[config.mk]
export PLATFORM = sky130hd
export DESIGN_NAME = nbit_updown_counter
export DESIGN_NICKNAME = d
export VERILOG_FILES = /design/src/rtl/counter_pkg.sv /design/src/rtl/edge_detect.sv /design/src/rtl/nbit_updown_counter.sv
export SDC_FILE = /design/constraint.sdc
export NUM_CORES = 1
export LEC_CHECK = 0
export CAP_MARGIN = 20
export CORE_AREA = 2 2 39 41
export DETAILED_ROUTE_END_ITERATION = 8
export DIE_AREA = 0 0 41 43
export PLACE_DENSITY = 0.65
export SYNTH_ARGS = -nofsm -noshare
export SYNTH_HDL_FRONTEND = slang
export SYNTH_SLANG_ARGS = --single-unit
export TNS_END_PERCENT = 5
[constraint.sdc]
create_clock -name clk -period 1.7 [get_ports clk]
set_input_delay 0.34 -clock clk [delete_from_list [all_inputs] [get_ports clk]]
set_output_delay 0.34 -clock clk [all_outputs]
set_load 0.05 [all_outputs]
[src/rtl/counter_pkg.sv]
// Shared definitions for the counter family: boundary-mode enum and the
// per-cycle action classification used by the up/down counter.
package counter_pkg;

   // Boundary behaviour when a step would leave the range [0, MOD_MAX].
   typedef enum logic {
      WRAP     = 1'b0,
      SATURATE = 1'b1
   } counter_mode_e;

   // What the counter does on a given edge, in priority order.
   typedef enum logic [1:0] {
      ACT_HOLD  = 2'd0,
      ACT_CLEAR = 2'd1,
      ACT_LOAD  = 2'd2,
      ACT_STEP  = 2'd3
   } counter_action_e;

   // Direction of an effective step request.
   typedef enum logic [1:0] {
      DIR_NONE = 2'd0,
      DIR_UP   = 2'd1,
      DIR_DOWN = 2'd2
   } counter_dir_e;

   // Resolve inc/dec requests into a single direction; both or neither holds.
   function automatic counter_dir_e resolve_dir(input logic up_req, input logic dn_req);
      counter_dir_e d;
      d = DIR_NONE;
      if (up_req && !dn_req) begin
         d = DIR_UP;
      end else if (dn_req && !up_req) begin
         d = DIR_DOWN;
      end
      return d;
   endfunction

endpackage

[src/rtl/edge_detect.sv]
// Registered rising-edge detector. The first clock after reset release only
// captures history, so a level that is already high at release is not an edge.
module edge_detect (
   input  logic clk,
   input  logic reset,
   input  logic in,
   output logic pulse
);

   logic in_d;
   logic armed;

   // Track previous input level and emit a one-cycle registered pulse on 0->1.
   always_ff @(posedge clk or negedge reset) begin
      if (!reset) begin
         in_d  <= 1'b0;
         armed <= 1'b0;
         pulse <= 1'b0;
      end else begin
         in_d  <= in;
         armed <= 1'b1;
         pulse <= armed & in & ~in_d;
      end
   end

endmodule

[src/rtl/nbit_updown_counter.sv]
// N-bit modulo up/down counter with clear, load, terminal-count pulses and a
// sticky overflow flag. Count range is 0..MOD_MAX; at the boundary the counter
// either wraps or saturates according to MODE. With EDGE=1 the inc/dec inputs
// act only on their rising edges (one extra cycle of latency).
module nbit_updown_counter
   import counter_pkg::*;
#(
   parameter int            N       = 4,
   parameter int            MOD_MAX = 2**N - 1,
   parameter counter_mode_e MODE    = WRAP,
   parameter bit            EDGE    = 1'b0
) (
   input  logic         clk,
   input  logic         reset,
   input  logic         clear,
   input  logic         load,
   input  logic [N-1:0] load_val,
   input  logic         inc,
   input  logic         dec,
   input  logic         ovf_clr,
   output logic [N-1:0] count,
   output logic         tc_up,
   output logic         tc_dn,
   output logic         ovf_flag
);

   localparam logic [N-1:0] MAX_V  = MOD_MAX[N-1:0];
   localparam logic [N-1:0] ZERO_V = '0;
   localparam logic [N-1:0] ONE_V  = {{(N-1){1'b0}}, 1'b1};

   logic            inc_eff;
   logic            dec_eff;
   counter_action_e action;
   counter_dir_e    dir;
   logic [N-1:0]    load_clamped;
   logic [N-1:0]    count_nxt;
   logic            tc_up_nxt;
   logic            tc_dn_nxt;
   logic            ovf_nxt;

   // Select level-sensitive or edge-qualified step requests.
   if (EDGE) begin : g_edge
      edge_detect u_inc_edge (
         .clk   (clk),
         .reset (reset),
         .in    (inc),
         .pulse (inc_eff)
      );
      edge_detect u_dec_edge (
         .clk   (clk),
         .reset (reset),
         .in    (dec),
         .pulse (dec_eff)
      );
   end else begin : g_level
      assign inc_eff = inc;
      assign dec_eff = dec;
   end

   // A load never lets the count leave the legal range.
   assign load_clamped = (load_val > MAX_V) ? MAX_V : load_val;

   // Classify this cycle: clear beats load beats step beats hold.
   always_comb begin
      dir    = resolve_dir(inc_eff, dec_eff);
      action = ACT_HOLD;
      if (clear) begin
         action = ACT_CLEAR;
      end else if (load) begin
         action = ACT_LOAD;
      end else if (dir != DIR_NONE) begin
         action = ACT_STEP;
      end
   end

   // Next count and terminal-count events; only a real step can raise a pulse.
   always_comb begin
      count_nxt = count;
      tc_up_nxt = 1'b0;
      tc_dn_nxt = 1'b0;
      case (action)
         ACT_CLEAR: count_nxt = ZERO_V;
         ACT_LOAD:  count_nxt = load_clamped;
         ACT_STEP: begin
            if (dir == DIR_UP) begin
               if (count >= MAX_V) begin
                  tc_up_nxt = 1'b1;
                  count_nxt = (MODE == WRAP) ? ZERO_V : MAX_V;
               end else begin
                  count_nxt = count + ONE_V;
               end
            end else if (dir == DIR_DOWN) begin
               if (count == ZERO_V) begin
                  tc_dn_nxt = 1'b1;
                  count_nxt = (MODE == WRAP) ? MAX_V : ZERO_V;
               end else begin
                  count_nxt = count - ONE_V;
               end
            end
         end
         default: count_nxt = count;
      endcase
   end

   // Sticky overflow: a new event in the same cycle outranks ovf_clr.
   always_comb begin
      ovf_nxt = ovf_flag;
      if (tc_up_nxt || tc_dn_nxt) begin
         ovf_nxt = 1'b1;
      end else if (ovf_clr) begin
         ovf_nxt = 1'b0;
      end
   end

   // State and output registers; reset is asynchronous.
   always_ff @(posedge clk or negedge reset) begin
      if (!reset) begin
         count    <= ZERO_V;
         tc_up    <= 1'b0;
         tc_dn    <= 1'b0;
         ovf_flag <= 1'b0;
      end else begin
         count    <= count_nxt;
         tc_up    <= tc_up_nxt;
         tc_dn    <= tc_dn_nxt;
         ovf_flag <= ovf_nxt;
      end
   end

endmodule
==> impl_metrics.toml <==
[sta]
rsz0062_at_grt = "no"
fin_crit_sh_pct = 94.5
setup_ws_ns = 0.0930
finalCriticalPeriod_ns = 1.61
timing.fmax_mhz = 622
tightest_slew_ns = 0.327
fin_setup_tns_ns = 0
setup_viol = 0
drv_slew = 0
slew_headroom_pct = 78.2
timing.clock.skew_ns = 0.00190
finalHoldViolCount = 0

[synthesis]
syn_nets = 71
syn_inst = 56
syn_area_sq_um = 485
ys.flop_type = "dfrtp_1"
synth_top_cell_area_share_pct = 36.1
synth_common_cells = "dfrtp_1 (7), inv_1 (7), a21oi_1 (5), nand2_1 (5)"
synth_edf_count = 0
ys_seq_area_share_pct = 36.1
async_flop_share_pct = 100
synth_area_per_cell_sq_um = 8.67
synth_area_leader_cell = "dfrtp_1"
synth_area_leaders = "dfrtp_1 (36%), ha_1 (10%), inv_1 (5.4%), a21oi_1 (5.2%), nand2_1 (3.9%)"
yosys_warnings = 0
synth_cell_types = 25
ys_ff_latch = 7

[layout]
diodes = 0
drive_above_1_share_pct = 27.7
synthToLayoutAreaGrowth_pct = 57.2
finalNetCount = 99

[route]
dr_total_vias = 475
drt-total-wl_um = 1160
drt-wirelength-per-cell_um = 11.7
drtPass1Iterations = 2
ant_nets = 0
viasPerCell = 4.80
drc_errors = 0
first_iter_violations = 2

[placed_design]
gp_congestion = 0.819
portBuffers = 17
hpwl_um = 905
place_ws_ns = -0.256

[setup_path]
end_kind = "flip-flop"
worst_ep_required_time_ns = 1.89
crit_type = "in -> reg"
critPathLaunchType = "input port"
crit_arrival_ns = 1.79
critPathMaxStageDelay_ns = 0.52
critical_path.top_delay_family = "buffers and inverters"
cp_slowest_cell = "clkdlybuf4s50_1"
path_max_fanout = 3
cp_cell_sequence = "clkdlybuf4s50_1, ha_4, or3_4, nor2_2, o21ai_2, a21oi_2"
critPathBufInv = 1

[pwr]
swShare_pct = 35.4
p_sw_uw = 198
p_int_uw = 361
power_density_nw_per_um2 = 732
power_frac_clock_pct = 28.5
leakage_nw = 0.356
peakVddDrop_v = 0.000367
pwr-share-seq_pct = 35.1
pwr-share-comb_pct = 36.4

[clock_network]
cts_tree = "built"
clkTransAtPathRegs_ns = 0.05
cts.htree.levels = 1
clock-sinks = 7
insertion_delay_ns = 0.26
numCtsBuffers = 3
clock_path_buffers = 2
hold_buffers = 0
cts-root-buf = "clkbuf_4"

[floorplanning]
rows = 14
die_h_um = 43
io_pins = 18
placeableCoreArea_sq_um = 1380
die_x_um = 41
die-area_sq_um = 1760
start_util_pct = 35.1

[global_routing]
overflow = 0
grt_usage_pct = 17.7
antenna_found_initial = 0
grt_start_max_net_pins = 9
grt_pass1_vias = 484
grt_pass1_wl_um = 1950

[flow_run]
drv_cap = 0

[hold_path]
hp-class = "in -> async"

[outcome]
outcome = "complete, no violations"
## metrics by stage
stage	utilization (%)	power, mW	area [sq um]	hold WS, ns	cells
floorplan	-	0.310	485	0.0444	56
CTS	53.6	0.557	742	0.352	99
detailed placement	51.7	0.397	716	0.527	95
global route	55.2	0.599	763	0.362	99
global placement	51.7	0.396	716	0.517	95
finish	55.2	0.559	763	0.340	99
## cell usage in the layout, fill, tap and decap left out, types with 2 or more instances in the layout
cell type and count:
buf_4 12, clkdlybuf4s50_1 9, dfrtp_1 7, inv_1 6, nand2_1 5, a21oi_1 5
nand2b_1 3, nor2_1 3, ha_1 3, clkbuf_4 3, o21ai_0 2, o31ai_1 2
## routing by layer
layer | wire (um) | share of wire, % | up-vias | track usage (%)
met1 | 483 | 42 | 206 | 19.2
met5 | 0 | 0 | - | 0
met2 | 550 | 47 | 17 | 25.3
li1 | - | - | 247 | -
met4 | 51 | 4.4 | 0 | 16.0
met3 | 77 | 6.6 | 5 | 6.28
## layout make-up
class,count,area (sq um)
timing repair buffer,23,213
clock buffer,4,26.3
multi-input combinational,42,303
fill,132,621
sequential,7,175
tap,16,20.0
inverter,7,26.3
## power groups by stage
stage | logic [mW] | clock network (mW) | registers, mW
6_report | 0.204 | 0.159 | 0.196
5_1_grt | 0.222 | 0.179 | 0.199
4_1_cts | 0.199 | 0.162 | 0.196
3_5_place_dp | 0.198 | 0 | 0.199
3_3_place_gp | 0.196 | 0 | 0.200
2_1_floorplan | 0.0775 | 0 | 0.233
## what timing repair did
action,in CTS,in global routing
buffers inserted,0,0
setup endpoints to repair,0,1
gates resized for setup,0,5
## cells by family (layout without fill, tap and decap cells)
group,after synthesis,count (layout),synth area share (%)
muxes,1,1,2.06
and+or+nand+nor,18,18,20.6
buffers and inverters,7,34,5.41
xor gates and xnor gates,2,2,3.61
adders and majority gates,4,4,10.3
AOI/OAI and AO/OA,17,17,21.9
DFF,7,7,36.1
## flip-flops by register name (all words and copies together) (netlist names)
name      flops
ovf_flag      1
tc_up         1
tc_dn         1
count         4
## path summary, 6_finish.rpt
kind                       cells past startpoint  slack, ns              endpoint                  from
min in group clk                               5       0.52       tc_dn$_DFF_PN0_                   inc
setup / recovery                               6       0.09  count[0]$_DFFE_PN0P_                   dec
setup reg to reg                               6       0.26  count[2]$_DFFE_PN0P_  count[0]$_DFFE_PN0P_
hold reg to reg                                2       0.53  ovf_flag$_DFFE_PN0P_  ovf_flag$_DFFE_PN0P_
max in group asynchronous                      1       1.12  count[1]$_DFFE_PN0P_                 reset
hold / removal                                 1       0.34       tc_dn$_DFF_PN0_                 reset
No activity file was read; power rests on OpenSTA's default activity.
